[src/rtl/spi_tx_master_if.sv]
// Request handshake and serial pins of spi_tx_master, grouped as one bundle.
// master: the SPI transmitter side; slave: the requesting control logic.
interface spi_tx_master_if #(
    parameter int WORD_W = 14,
    parameter int NUM_CS = 1
);
    localparam int SEL_W = (NUM_CS > 1) ? $clog2(NUM_CS) : 1;

    logic [WORD_W-1:0] i_TX_Data;
    logic [SEL_W-1:0]  i_TX_CS_Sel;
    logic              i_TX_DV;
    logic              o_TX_Ready;
    logic              o_TX_Done;
    logic              o_SPI_Clk;
    logic              o_SPI_MOSI;
    logic [NUM_CS-1:0] o_SPI_CS_n;

    modport master (
        input  i_TX_Data, i_TX_CS_Sel, i_TX_DV,
        output o_TX_Ready, o_TX_Done, o_SPI_Clk, o_SPI_MOSI, o_SPI_CS_n
    );

    modport slave (
        output i_TX_Data, i_TX_CS_Sel, i_TX_DV,
        input  o_TX_Ready, o_TX_Done, o_SPI_Clk, o_SPI_MOSI, o_SPI_CS_n
    );
endinterface

[src/rtl/spi_tx_master.sv]
// MOSI-only SPI master, modes 0-3; one frame takes (2W+1)H+GAP+1 cycles from accept to next accept.
// Backpressure: o_TX_Ready low from accept until the CS gap expires; requests while busy are dropped.
module spi_tx_master #(
    parameter int SPI_MODE          = 0,
    parameter int CLKS_PER_HALF_BIT = 2,
    parameter int WORD_W            = 14,
    parameter int NUM_CS            = 1,
    parameter int CS_GAP_CLKS       = 2
) (
    input logic           i_Clk,
    input logic           i_Rst_L,
    spi_tx_master_if.master bus
);
    localparam logic CPOL  = (SPI_MODE == 2) || (SPI_MODE == 3);
    localparam logic CPHA  = (SPI_MODE == 1) || (SPI_MODE == 3);
    localparam int   SEL_W = (NUM_CS > 1) ? $clog2(NUM_CS) : 1;
    localparam int   SELX  = SEL_W + 1;
    localparam int   HCW   = $clog2(CLKS_PER_HALF_BIT) + 1;
    localparam int   ECW   = $clog2(2 * WORD_W + 1);
    localparam int   GCW   = (CS_GAP_CLKS > 1) ? $clog2(CS_GAP_CLKS) : 1;

    localparam logic [HCW-1:0]  HALF_LAST = HCW'(CLKS_PER_HALF_BIT - 1);
    localparam logic [ECW-1:0]  EDGE_LAST = ECW'(2 * WORD_W);
    localparam logic [GCW-1:0]  GAP_LAST  = (CS_GAP_CLKS > 0) ? GCW'(CS_GAP_CLKS - 1) : '0;
    localparam logic [SELX-1:0] NCS_V     = SELX'(NUM_CS);

    typedef enum logic [2:0] {IDLE, SETUP, SHIFT, HOLD, GAP} state_t;

    state_t            state;
    logic [HCW-1:0]    half_cnt;
    logic [ECW-1:0]    edge_cnt;
    logic [GCW-1:0]    gap_cnt;
    logic [WORD_W-1:0] shreg;
    logic              ready_q;
    logic              done_q;
    logic              sck_q;
    logic              mosi_q;
    logic [NUM_CS-1:0] cs_n_q;

    logic [SEL_W-1:0]  sel_eff;
    logic [NUM_CS-1:0] cs_sel_n;
    logic [ECW-1:0]    edge_nxt;
    logic              half_wrap;
    logic              advance;

    always_comb begin
        sel_eff   = ({1'b0, bus.i_TX_CS_Sel} < NCS_V) ? bus.i_TX_CS_Sel : '0;
        cs_sel_n  = ~(NUM_CS'(1) << sel_eff);
        edge_nxt  = edge_cnt + ECW'(1);
        half_wrap = (half_cnt == HALF_LAST);
        // CPHA=1 moves MOSI on leading (odd) edges; CPHA=0 on trailing edges except the last.
        advance   = edge_nxt[0] ? CPHA : (!CPHA && (edge_nxt != EDGE_LAST));
    end

    always_ff @(posedge i_Clk or negedge i_Rst_L) begin
        if (!i_Rst_L) begin
            state    <= IDLE;
            half_cnt <= '0;
            edge_cnt <= '0;
            gap_cnt  <= '0;
            shreg    <= '0;
            ready_q  <= 1'b1;
            done_q   <= 1'b0;
            sck_q    <= CPOL;
            mosi_q   <= 1'b0;
            cs_n_q   <= '1;
        end else begin
            done_q <= 1'b0;
            case (state)
                IDLE: begin
                    if (bus.i_TX_DV && ready_q) begin
                        ready_q  <= 1'b0;
                        cs_n_q   <= cs_sel_n;
                        // CPHA=0 presents the MSB now, so the register holds the remaining bits.
                        shreg    <= CPHA ? bus.i_TX_Data : (bus.i_TX_Data << 1);
                        mosi_q   <= CPHA ? 1'b0 : bus.i_TX_Data[WORD_W-1];
                        half_cnt <= '0;
                        edge_cnt <= '0;
                        state    <= SETUP;
                    end
                end
                SETUP, SHIFT: begin
                    if (half_wrap) begin
                        half_cnt <= '0;
                        edge_cnt <= edge_nxt;
                        sck_q    <= ~sck_q;
                        if (advance) begin
                            mosi_q <= shreg[WORD_W-1];
                            shreg  <= shreg << 1;
                        end
                        state <= (edge_nxt == EDGE_LAST) ? HOLD : SHIFT;
                    end else begin
                        half_cnt <= half_cnt + HCW'(1);
                    end
                end
                HOLD: begin
                    if (half_wrap) begin
                        half_cnt <= '0;
                        cs_n_q   <= '1;
                        mosi_q   <= 1'b0;
                        done_q   <= 1'b1;
                        gap_cnt  <= '0;
                        if (CS_GAP_CLKS == 0) begin
                            ready_q <= 1'b1;
                            state   <= IDLE;
                        end else begin
                            state <= GAP;
                        end
                    end else begin
                        half_cnt <= half_cnt + HCW'(1);
                    end
                end
                GAP: begin
                    if (gap_cnt == GAP_LAST) begin
                        ready_q <= 1'b1;
                        state   <= IDLE;
                    end else begin
                        gap_cnt <= gap_cnt + GCW'(1);
                    end
                end
                default: state <= IDLE;
            endcase
        end
    end

    assign bus.o_TX_Ready = ready_q;
    assign bus.o_TX_Done  = done_q;
    assign bus.o_SPI_Clk  = sck_q;
    assign bus.o_SPI_MOSI = mosi_q;
    assign bus.o_SPI_CS_n = cs_n_q;
endmodule

[src/flat_wrapper.sv]
// flat-port wrapper written by rule: the top's interface ports become plain ports
module spi_tx_master_flat 
#(
    parameter int SPI_MODE          = 0,
    parameter int CLKS_PER_HALF_BIT = 2,
    parameter int WORD_W            = 14,
    parameter int NUM_CS            = 1,
    parameter int CS_GAP_CLKS       = 2
)
  (i_Clk, i_Rst_L, bus_i_TX_Data, bus_i_TX_CS_Sel, bus_i_TX_DV, bus_o_TX_Ready, bus_o_TX_Done, bus_o_SPI_Clk, bus_o_SPI_MOSI, bus_o_SPI_CS_n);
  spi_tx_master_if #(.WORD_W(WORD_W), .NUM_CS(NUM_CS)) bus_i ();
  input logic i_Clk;
  input logic i_Rst_L;
  input wire logic [$bits(bus_i.i_TX_Data)-1:0] bus_i_TX_Data;
  input wire logic [$bits(bus_i.i_TX_CS_Sel)-1:0] bus_i_TX_CS_Sel;
  input wire logic [$bits(bus_i.i_TX_DV)-1:0] bus_i_TX_DV;
  output wire logic [$bits(bus_i.o_TX_Ready)-1:0] bus_o_TX_Ready;
  output wire logic [$bits(bus_i.o_TX_Done)-1:0] bus_o_TX_Done;
  output wire logic [$bits(bus_i.o_SPI_Clk)-1:0] bus_o_SPI_Clk;
  output wire logic [$bits(bus_i.o_SPI_MOSI)-1:0] bus_o_SPI_MOSI;
  output wire logic [$bits(bus_i.o_SPI_CS_n)-1:0] bus_o_SPI_CS_n;
  assign bus_i.i_TX_Data = bus_i_TX_Data;
  assign bus_i.i_TX_CS_Sel = bus_i_TX_CS_Sel;
  assign bus_i.i_TX_DV = bus_i_TX_DV;
  assign bus_o_TX_Ready = bus_i.o_TX_Ready;
  assign bus_o_TX_Done = bus_i.o_TX_Done;
  assign bus_o_SPI_Clk = bus_i.o_SPI_Clk;
  assign bus_o_SPI_MOSI = bus_i.o_SPI_MOSI;
  assign bus_o_SPI_CS_n = bus_i.o_SPI_CS_n;
  spi_tx_master #(.SPI_MODE(SPI_MODE), .CLKS_PER_HALF_BIT(CLKS_PER_HALF_BIT), .WORD_W(WORD_W), .NUM_CS(NUM_CS), .CS_GAP_CLKS(CS_GAP_CLKS)) u_core (.i_Clk(i_Clk), .i_Rst_L(i_Rst_L), .bus(bus_i));
endmodule
[config.mk]
export PLATFORM = sky130hd
export DESIGN_NAME = spi_tx_master_flat
export DESIGN_NICKNAME = d
export VERILOG_FILES = /design/src/rtl/spi_tx_master_if.sv /design/src/rtl/spi_tx_master.sv /design/src/flat_wrapper.sv
export SDC_FILE = /design/constraint.sdc
export NUM_CORES = 1
export LEC_CHECK = 0
export ABC_AREA = 1
export BUFFER_PORTS_ARGS = -buffer_cell sky130_fd_sc_hd__buf_2
export CAP_MARGIN = 20
export CORE_AREA = 2 2 71 73
export CTS_BUF_LIST = sky130_fd_sc_hd__clkbuf_8
export DETAILED_ROUTE_END_ITERATION = 10
export DIE_AREA = 0 0 73 75
export GPL_TIMING_DRIVEN = 0
export SLEW_MARGIN = 0
export SYNTH_ARGS = -nofsm -noshare
export SYNTH_HDL_FRONTEND = slang
export SYNTH_SLANG_ARGS = --single-unit
[constraint.sdc]
create_clock -name i_Clk -period 2 [get_ports i_Clk]
set_input_delay 0.1 -clock i_Clk [delete_from_list [all_inputs] [get_ports i_Clk]]
set_output_delay 0.1 -clock i_Clk [all_outputs]
set_load 0.03 [all_outputs]
Word level (Yosys, flattened, before mapping)

Cells that the tools add are included.
W data, S select, Z words.

Bits in registers: 30
Logic and storage cells: 81

Add/sub/neg operators: 3
Magnitude comparators: 1
Equality and inequality tests: 12
Shifts and indexed selects: 1
Multiplexer cells: 33
Bitwise operators: 2
Reductions and logical operators: 19

Operator list:

| operator              | count |
|---|---|
| $mux W14              | 3 |
| $pmux W14 S2          | 1 |
| $mux W1               | 14 |
| $mux W3               | 4 |
| $pmux W3 S4           | 1 |
| $mux W5               | 2 |
| $ne A2 B1 Y1 const B  | 5 |
| $pmux W5 S2           | 1 |
| $reduce_bool A2 Y1    | 5 |
| $reduce_and A3 Y1     | 3 |
| $reduce_and A4 Y1     | 2 |
| $eq A3 B2 Y1 const B  | 2 |
| $pmux W1 S2           | 3 |
| $reduce_and A2 Y1     | 3 |
| $add A5 B1 Y5 const B | 1 |
| $eq A5 B5 Y1 const B  | 1 |
| $ne A5 B5 Y1 const B  | 1 |
| $reduce_and A5 Y1     | 1 |
| $mux W2               | 2 |
| $pmux W2 S2           | 1 |
| $eq A3 B1 Y1 const B  | 1 |
| $eq A3 B3 Y1 const B  | 1 |
| $logic_not A3 Y1      | 1 |
| $pmux W1 S3           | 1 |
| other kinds (10)      | 11 |

Depth between registers and ports, before layout

Depth in word-level cells: 6
Mapped depth: 8
Gate-level depth less buffers: 8

Worst setup path before layout

OpenSTA, ideal clock, no wires.

Kind: register to register
Start point: register u_core.ready_q (netlist: u_core.bus.o_TX_Ready)
End point: register u_core.shreg[10]
Library setup time: 0.116 ns
Arrival: 1.378 ns
Slack: 0.506 ns
Stages on the path, launching flop included: 9
Buffers on the path: 1
Clock period less this slack: 1.494 ns
Cells stage by stage: dfstp_2 nand2_1 nand3_1 nand2_1 nor2_4 nand3_4 buf_6 nand2_1 nand2_1

Longest elaborated chain between the ends: 3

RTL lines:

| element                     | line                 | text |
|---|---|---|
| start, declared             | spi_tx_master.sv:34  | `logic ready_q;` |
| start signal, assigned      | spi_tx_master.sv:62  | `ready_q <= 1'b1;` |
| start signal, assigned      | spi_tx_master.sv:72  | `ready_q <= 1'b0;` |
| start signal, assigned      | spi_tx_master.sv:104 | `ready_q <= 1'b1;` |
| $logic_and A1 B1 Y1         | spi_tx_master.sv:71  | `if (bus.i_TX_DV && ready_q) begin` |
| $ne A2 B1 Y1 (no line)      | n/a                  |  |
| $reduce_and A4 Y1 (no line) | n/a                  |  |
| end signal, assigned        | spi_tx_master.sv:75  | `shreg <= CPHA ? bus.i_TX_Data : (bus.i_TX_Data << 1);` |
| end signal, assigned        | spi_tx_master.sv:89  | `shreg <= shreg << 1;` |
| end, declared               | spi_tx_master.sv:33  | `logic [WORD_W-1:0] shreg;` |

No other way between the ends.
A chain may end at the register's enable or synchronous reset.

Worst setup path in the final report

Start point: register u_core.edge_cnt[0]
End point: register u_core.shreg[6]

Longest elaborated chain between the ends: 5

RTL lines:

| element                         | line                | text |
|---|---|---|
| start, declared                 | spi_tx_master.sv:31 | `logic [ECW-1:0] edge_cnt;` |
| start signal, assigned          | spi_tx_master.sv:85 | `edge_cnt <= edge_nxt;` |
| $add A5 B1 Y5 (*)               | spi_tx_master.sv:49 | `edge_nxt = edge_cnt + ECW'(1);` |
| $ne A5 B5 Y1                    | spi_tx_master.sv:52 | `advance = edge_nxt[0] ? CPHA : (!CPHA && (edge_nxt != EDGE_LAST));` |
| $mux W1 (*)                     | spi_tx_master.sv:52 |  |
| $ne A2 B1 Y1 (no line) (*)      | n/a                 |  |
| $reduce_and A4 Y1 (no line) (*) | n/a                 |  |

Mark *: on every way between the ends. The rest lies on a longest branch, timed or not.

==> run summary <==
Core area -> 0.00466 sq mm
Die height -> 75 um
Hold Path End -> u_core.shreg[1]$_DFFE_PN0P_
Area growth from synthesis to layout -> 18.7%
Final Cell Area -> 0.00187 sq mm
Seq pwr share -> 0.290
Io pins -> 23
Status -> finished, final reports clean
# diodes -> 0
Setup TNS -> 0 ns
Antenna violations before repair -> 0
Clock slew at reported path FFs -> 0.06 ns
Reg-to-Reg Start -> u_core.edge_cnt[0]$_DFFE_PN0P_
Critical path type -> flip-flop to flip-flop
Ys async rst share -> 1.00
CTS tree -> yes
Synth cell types -> 25
Worst setup EP type -> flip-flop
Final Cycle Share -> 0.783
Setup bufs post-CTS -> 0
Final nets -> 249
Int Pwr -> 1840 uW
Die ar. -> 0.00548 sq mm
Dpl hpwl -> 2200 um
Req. time, crit path -> 2.17 ns
Post-layout min period -> 1.57 ns
Largest net degree at the start of global routing -> 30
Critical-path maximum fanout -> 10
Main synth FF type -> dfrtp_1
Synthesized area per cell -> 7.88 sq um
H-tree depth -> 2
Vias per Instance -> 4.55
Later-pin clock latency in the skew report -> 0.28 ns
Power, Total -> 3500 uW
Final RePlAce weighted congestion -> 0.753
Most frequent cells in the layout -> nand2_1, dfrtp_1, nand3_1
Drt wl/cell -> 10.9 um
Reg2reg path depth -> 8
First-pass DRT Iterations -> 4
Final ANT Viol Nets -> 0
Reg-to-reg setup timing slack -> 0.43 ns
Unrepaired setup endpoints after global routing -> false
CTS Sinks -> 29
Worst reg2reg path endpoint -> u_core.shreg[6]$_DFFE_PN0P_
Net Sw Frac -> 0.475
Hold Path Class -> input pin to flip-flop
Max frequency -> 639 MHz
PwrDens -> 1870 mW/mm^2
Routed via count -> 1,296
Final setup violation count -> 0
Setup Skew -> 0.00937 ns
Worst setup margin -> 0.434 ns
CTS Buf Count -> 5
Num rows -> 25
Logic pwr share -> 0.558
Post-Syn Instances -> 200
Max cap viols -> 0
Share of cells above drive strength 1 -> 0.225
Synth top area cells -> dfrtp_1, nand2_1, nand3_1
Clock Root Buffer -> clkbuf_8
GRT Overall Usage -> 0.132
Total nets after synthesis -> 219
Final slew viol count -> 0
Share of the synthesized area in the top cell type -> 0.429
CP Data Arrival Time -> 1.73 ns
DIE WIDTH -> 73 um
Clk pwr share -> 0.152
Lkg Pwr -> 0.00100 uW
DP Area -> 0.00175 sq mm
Number of synthesis warnings -> 0
Post-synth top area cell -> dfrtp_1
Post-synth EDFFs -> 0
Total grt overflow -> 0
DRC Markers -> 0
DR iter-0 viols -> 82
Longest Clk Path Bufs -> 2
Most common cell after layout, fill and taps aside -> nand2_1
Hold Vio Cnt, Final -> 0
Slew @ Worst Pin -> 0.639 ns
Place WS -> 0.438 ns
Synth Cell Area -> 0.00158 sq mm
Vias in the first global route -> 1,189
Startpoint Class -> flip-flop
Max VDD drop -> 0.497 mV
First-pass GRT wire length -> 5450 um
Starting Density -> 0.338
Min-Delay Startpoint -> bus_i_TX_Data[0]
# port buffers -> 21
Slew headroom -> 0.574
Synth Register Bits -> 29
Hold depth -> 5
Switching pwr -> 1660 uW
Sequential area share after synthesis -> 0.462
Post-Route WL -> 3100 um
[timing repair]
item	in CTS	in global routing
gates resized for setup	0	0
hold endpoints to repair	28	0
hold buffers	2	0
[cells in the mapped netlist (2+ instances only)]
library cell	instances
nand2_1	85
dfrtp_1	27
nand3_1	23
nor2_1	14
inv_1	11
o21ai_0	6
nand2_2	4
xor2_1	4
nor2_4	3
a21oi_1	2
a21oi_2	2
buf_4	2
buf_6	2
dfstp_2	2
nand2_4	2
nand3_4	2
[sequential cells by signal (all words and copies together), names as in the netlist]
signal and flops:
u_core.bus.o_SPI_MOSI 1, u_core.edge_cnt 5, u_core.bus.o_SPI_Clk 1, u_core.bus.o_SPI_CS_n 1, u_core.gap_cnt 1, u_core.shreg 13
u_core.half_cnt 2, u_core.bus.o_TX_Ready 1, u_core.state 3, u_core.bus.o_TX_Done 1
[area by class of cell]
| class | count | area (sq um) |
|---|---|---|
| timing repair buffer | 23 | 125 |
| sequential | 29 | 728 |
| tap | 54 | 67.6 |
| clock inverter | 1 | 5.00 |
| multi-input combinational | 154 | 759 |
| buffer | 5 | 42.5 |
| fill | 498 | 2790 |
| clock buffer | 7 | 96.3 |
| inverter | 12 | 45.0 |
[kinds of logic (layout without fill, tap and decap cells)]
logic type	Yosys count	in the layout	share of synthesized area
AOI/OAI and AO/OA	13	13	0.0485
xor gates and xnor gates	4	4	0.0222
adders and majority gates	1	1	0.00794
buffers and inverters	17	48	0.0556
and+or+nand+nor	136	136	0.403
DFF	29	29	0.462
[metrics by stage]
stage          utilization  hold WS [ns]  std cells
2_1_floorplan            -        -0.196        200
3_3_place_gp         0.375         0.174        275
3_5_place_dp         0.375         0.176        275
4_1_cts              0.401         0.141        285
5_1_grt              0.401         0.169        285
6_report             0.401         0.151        285
[routing by layer]
layer / vias up / global-route usage / share of wire
met4: 0 / 0.0617 / 0.022
met2: 22 / 0.190 / 0.44
li1: 692 / - / -
met1: 576 / 0.183 / 0.50
met3: 6 / 0.0361 / 0.034
met5: - / 0 / 0
[worst max-delay path by stage]
stage	start	end	slack (ns)	cells after the start
6_report	u_core.edge_cnt[0]$_DFFE_PN0P_	u_core.shreg[6]$_DFFE_PN0P_	0.43	8
5_1_grt	u_core.edge_cnt[0]$_DFFE_PN0P_	u_core.shreg[6]$_DFFE_PN0P_	0.30	8
4_1_cts	u_core.edge_cnt[0]$_DFFE_PN0P_	u_core.shreg[9]$_DFFE_PN0P_	0.43	8
3_5_place_dp	u_core.edge_cnt[0]$_DFFE_PN0P_	u_core.shreg[9]$_DFFE_PN0P_	0.44	8
3_3_place_gp	u_core.edge_cnt[0]$_DFFE_PN0P_	u_core.shreg[8]$_DFFE_PN0P_	0.46	8
2_1_floorplan	u_core.bus.o_TX_Ready$_DFFE_PN1P_	u_core.shreg[10]$_DFFE_PN0P_	0.51	8
[power by group through the flow]
stage / registers [uW] / logic (uW) / clock network, uW
2_1_floorplan: 1080 / 1500 / 0
3_3_place_gp: 1020 / 1970 / 0
3_5_place_dp: 1020 / 1980 / 0
4_1_cts: 1020 / 1990 / 550
5_1_grt: 1050 / 2250 / 572
6_report: 1020 / 1950 / 531
[worst max-delay path, stage by stage, from the launching register on]
cell	delay [ns]
dfrtp_1	0.44
ha_1	0.26
nand4_1	0.13
nand2_1	0.14
nand2_8	0.12
nand3_4	0.10
buf_6	0.16
nand2_1	0.06
nand2_1	0.05
(Power assumes the default switching activity.)
